===== config.mk =====
export PLATFORM = sky130hd
export DESIGN_NAME = vdot_unit
export DESIGN_NICKNAME = d
export VERILOG_FILES = /design/src/rtl/vdot_unit.sv
export SDC_FILE = /design/constraint.sdc
export NUM_CORES = 2
export LEC_CHECK = 0
export ABC_AREA = 1
export CORE_MARGIN = 3
export CORE_UTILIZATION = 45
export DETAILED_ROUTE_END_ITERATION = 10
export PLACE_DENSITY = 0.68
export SLEW_MARGIN = 20
export SYNTH_ARGS = -nofsm -noshare
export SYNTH_HDL_FRONTEND = slang
export SYNTH_SLANG_ARGS = --single-unit
export TNS_END_PERCENT = 20

===== constraint.sdc =====
create_clock -name Clk1 -period 51.2 [get_ports Clk1]
set_input_delay 5.12 -clock Clk1 [delete_from_list [all_inputs] [get_ports Clk1]]
set_output_delay 5.12 -clock Clk1 [all_outputs]
set_load 0.05 [all_outputs]

===== src/rtl/vdot_unit.sv =====
// ============================================================================
// Module   : vdot_unit
// Brief    : Sequential signed vector dot-product engine, one lane per clock,
//            with a saturated W-bit result and an overflow flag.
// Revision : 1.0
// ============================================================================
`default_nettype none

module vdot_unit #(
    parameter int LANES = 16,
    parameter int W     = 16
) (
    input  logic                 Clk1,
    input  logic                 Reset,
    input  logic                 Start,
    input  logic [LANES*W-1:0]   VecA,
    input  logic [LANES*W-1:0]   VecB,
    output logic                 Busy,
    output logic                 Done,
    output logic [W-1:0]         Result,
    output logic                 V
);

    localparam int LW   = (LANES > 1) ? $clog2(LANES) : 1;
    localparam int ACCW = 2 * W + LW;
    localparam logic [LW-1:0] C_LAST = LW'(LANES - 1);

    typedef enum logic [1:0] {
        S_IDLE = 2'd0,
        S_MAC  = 2'd1,
        S_DONE = 2'd2
    } state_t;

    state_t r_state;
    state_t w_next;
    logic   w_accept;
    logic   w_last;

    logic signed [W-1:0] r_a [LANES];
    logic signed [W-1:0] r_b [LANES];
    logic [LW-1:0]       r_lane;
    logic [ACCW-1:0]     r_acc;

    logic signed [W-1:0]   w_a;
    logic signed [W-1:0]   w_b;
    logic signed [2*W-1:0] w_prod;
    logic [ACCW-1:0]       w_sum;
    logic                  w_pos_ovf;
    logic                  w_neg_ovf;

    // ------------------------------------------------------------------
    // Control FSM
    // ------------------------------------------------------------------
    always_ff @(posedge Clk1 or posedge Reset) begin
        if (Reset) begin
            r_state <= S_IDLE;
        end else begin
            r_state <= w_next;
        end
    end

    always_comb begin
        w_next   = r_state;
        w_accept = 1'b0;
        w_last   = 1'b0;
        case (r_state)
            S_IDLE: begin
                if (Start) begin
                    w_accept = 1'b1;
                    w_next   = S_MAC;
                end
            end
            S_MAC: begin
                if (r_lane == C_LAST) begin
                    w_last = 1'b1;
                    w_next = S_DONE;
                end
            end
            S_DONE: begin
                // Start in the Done cycle chains straight into the next op.
                if (Start) begin
                    w_accept = 1'b1;
                    w_next   = S_MAC;
                end else begin
                    w_next = S_IDLE;
                end
            end
            default: w_next = S_IDLE;
        endcase
    end

    assign Busy = (r_state == S_MAC);
    assign Done = (r_state == S_DONE);

    // ------------------------------------------------------------------
    // Multiply-accumulate datapath
    // ------------------------------------------------------------------
    assign w_a    = r_a[r_lane];
    assign w_b    = r_b[r_lane];
    assign w_prod = w_a * w_b;
    assign w_sum  = r_acc + {{LW{w_prod[2*W-1]}}, w_prod};

    // Fits in W-bit signed only if bits [ACCW-1:W-1] are all equal.
    assign w_pos_ovf = ~w_sum[ACCW-1] &  (|w_sum[ACCW-2:W-1]);
    assign w_neg_ovf =  w_sum[ACCW-1] & ~(&w_sum[ACCW-2:W-1]);

    always_ff @(posedge Clk1 or posedge Reset) begin
        if (Reset) begin
            for (int i = 0; i < LANES; i++) begin
                r_a[i] <= '0;
                r_b[i] <= '0;
            end
            r_lane <= '0;
            r_acc  <= '0;
            Result <= '0;
            V      <= 1'b0;
        end else if (w_accept) begin
            for (int i = 0; i < LANES; i++) begin
                r_a[i] <= VecA[i*W +: W];
                r_b[i] <= VecB[i*W +: W];
            end
            r_lane <= '0;
            r_acc  <= '0;
        end else if (r_state == S_MAC) begin
            r_acc  <= w_sum;
            r_lane <= r_lane + 1'b1;
            if (w_last) begin
                if (w_pos_ovf) begin
                    Result <= {1'b0, {(W-1){1'b1}}};
                    V      <= 1'b1;
                end else if (w_neg_ovf) begin
                    Result <= {1'b1, {(W-1){1'b0}}};
                    V      <= 1'b1;
                end else begin
                    Result <= w_sum[W-1:0];
                    V      <= 1'b0;
                end
            end
        end
    end

endmodule

`default_nettype wire


==> flow_summary.ini <==
[run_status]
status = completed

[synth]
syn_avg_cell_area_sq_um = 7.63
synth_ff_type = dfrtp_1
async_flop_share = 1.00
synth_warnings = 0
synthTopCellsByCount = 1982 x nand2_1, 616 x inv_1, 571 x dfrtp_1
yosysTopAreaCell = dfrtp_1
yosys.cell_count.top_type = nand2_1
yosysSeqAreaShare = 0.369
syn-num-nets = 5980
synth-seq-cells = 571
netlist_instances = 5081
syn_area_sq_um = 38700
synth.area.top_cells = dfrtp_1 37%, nand2_1 19%, fa_1 14%
synth-edff-count = 0
yosysTopAreaCellShare = 0.369
yosys.cell_types.count = 44

[finish]
drive_gt1_frac = 0.0462
nets = 6372
fillers = 7971
area_growth_pct = 21.6
fin_util = 0.558

[hold_path]
min_to = r_a[27]$_DFFE_PP0P_
hp-class = reg -> reg
hp-start = r_a[27]$_DFFE_PP0P_
min_path_cells = 2

[sta]
finalSetupTns_ns = 0
post-route-min-period_ns = 12.05
slew_headroom = 0.268
worstMarginPinSlew_ns = 1.10
fmax_ghz = 0.0830
finalSetupViolCount = 0
fin_crit_sh = 0.235
hold_viol = 0
slew_violations = 0
finClkSkew_ns = 0.0384
rsz0062_at_grt = false

[grt]
grt_max_degree = 170
grt_usage = 0.317
globalRouteOverflowTotal = 0
grt_pass1_wl_um = 218000
antenna_found_initial = 17
grt_pass1_vias = 35800

[critical_path]
cp_slowest_cell = dfrtp_4
cp.arrival_ns = 12.53
cp_max_fo = 81
rrSetupSlack_ns = 39.15
reg2reg_from = r_lane[0]$_DFFE_PP0P_
critPathCaptureType = flip-flop
cp_common_cell = nand2_1
worstRegToRegCells = 40
worstReg2RegEnd = Result[14]$_DFFE_PP0P_
crit_type = reg -> reg
crit_required_ns = 51.67
crit_path_start_kind = flip-flop
slowest_delay_ns = 0.95

[place]
port_buffers = 533
gp_congestion = 1.03
place.detailed.hpwl_um = 107000

[clocking]
numCtsBuffers = 67
cts_setup_buffers = 0
cts_sinks = 571
clkLatencyLatePin_ns = 0.63
cts_tree = yes
clock-root-buffer = clkbuf_16
clockBufferDepth = 3
ctsHoldBuffers = 0
htreeDepth = 3
clk_pin_slew_ns = 0.06
cts_resized = 0

[drt]
drt.antenna.violating_nets = 0
drc_errors = 0
viasPerCell = 5.38
wl_per_cell_um = 21.5
routed_wl_um = 143000
vias = 35900
drt_iter0_drc = 3780
drt-pass1-iter-count = 5

[floorplanning]
num_rows = 106
initial_core_util = 0.459
ioPinCount = 534
die_w_um = 299
core_area_sq_um = 84500
die_h_um = 299
die_area_sq_um = 89700

[job]
drv_cap = 0
[stage by stage]
stage	cells	area, sq um	hold WS, ns	worst slack [ns]
after floorplan	5081	38700	0.444	30.11
after global placement	6538	44900	0.456	39.30
after detailed placement	6538	44900	0.459	39.23
after CTS	6657	47100	0.475	39.24
after global routing	6671	47100	0.487	38.42
final	6672	47100	0.472	39.15
[cells by family after synthesis]
| kind of cell | share of synthesized area |
|---|---|
| AND/OR/NAND/NOR | 0.249 |
| buffers and inverters | 0.0874 |
| AO/OA/AOI/OAI | 0.107 |
| flip-flops | 0.369 |
| adder cells (fa/ha/maj) | 0.175 |
| XOR/XNOR | 0.0122 |
[flip-flops by register name, summed over array words and instances (netlist names)]
name     count
r_acc       36
r_b        256
Result      16
r_state      2
r_a        256
r_lane       4
V            1
[worst max path at each step]
| stage | start | end | slack (ns) |
|---|---|---|---|
| floorplan | Reset | Result[0]$_DFFE_PP0P_ | 30.11 |
| global placement | r_lane[0]$_DFFE_PP0P_ | Result[14]$_DFFE_PP0P_ | 39.30 |
| detailed placement | r_lane[0]$_DFFE_PP0P_ | Result[12]$_DFFE_PP0P_ | 39.23 |
| CTS | r_lane[0]$_DFFE_PP0P_ | Result[14]$_DFFE_PP0P_ | 39.24 |
| global route | r_lane[0]$_DFFE_PP0P_ | Result[12]$_DFFE_PP0P_ | 38.42 |
| finish | r_lane[0]$_DFFE_PP0P_ | Result[14]$_DFFE_PP0P_ | 39.15 |
[critical path: cells and delay by family (launching register included)]
family	cells	cell delay [ns]
adder cells (fa/ha/maj)	8	4.34
AND/OR/NAND/NOR	21	3.20
buffers and inverters	7	1.96
AO/OA/AOI/OAI	4	1.36
flip-flops	1	0.95
[routing by layer]
| layer | vias to the layer above | routed length (um) | track usage |
|---|---|---|---|
| met1 | 17400 | 59600 | 0.433 |
| li1 | 16600 | - | - |
| met4 | 2 | 5880 | 0.125 |
| met2 | 1675 | 63400 | 0.483 |
| met5 | - | 8 | 0 |
| met3 | 280 | 14300 | 0.0802 |
[layout make-up]
cell class                      count  area, sq um  area share
Clock inverter                     26          278     0.00590
Sequential cell                   571        14300       0.303
Multi-Input combinational cell   3623        21100       0.448
Timing Repair Buffer              567         5630       0.119
Tap cell                         1134         1420      0.0301
Clock buffer                       93         1940      0.0411
Antenna cell                       15         37.5    0.000797
Inverter                          643         2440      0.0517
[cell usage in the layout, fill, tap and decap left out, types with 4 or more instances in the layout]
cell	Yosys	routed
dfrtp_1	571	567
xor2_1	38	38
and2_1	4	4
o21bai_1	4	4
o221ai_1	79	79
clkdlybuf4s50_1	0	533
o21ai_0	356	356
nor3_1	7	7
clkinv_1	6	5
a21oi_2	11	11
xnor2_1	16	16
nor2_2	19	20
clkbuf_8	0	14
clkinv_2	0	13
fa_1	263	263
a21oi_1	216	216
nand4_1	21	21
nand2_1	1982	1979
clkbuf_1	208	11
nand3_1	101	101
inv_2	21	21
o211ai_1	4	4
o22ai_1	19	19
ha_1	121	121
o311ai_0	8	8
clkbuf_16	0	68
buf_4	0	31
nor2_1	270	269
inv_1	616	613
diode_2	0	15
a22o_1	12	12
o21ai_1	4	4
nand2_2	34	36
nor2_4	7	7
nand3_2	5	5
Power is left out: the tool's default activity adds up to more than one toggle a clock period on the data nets, which glitch-free logic cannot reach.
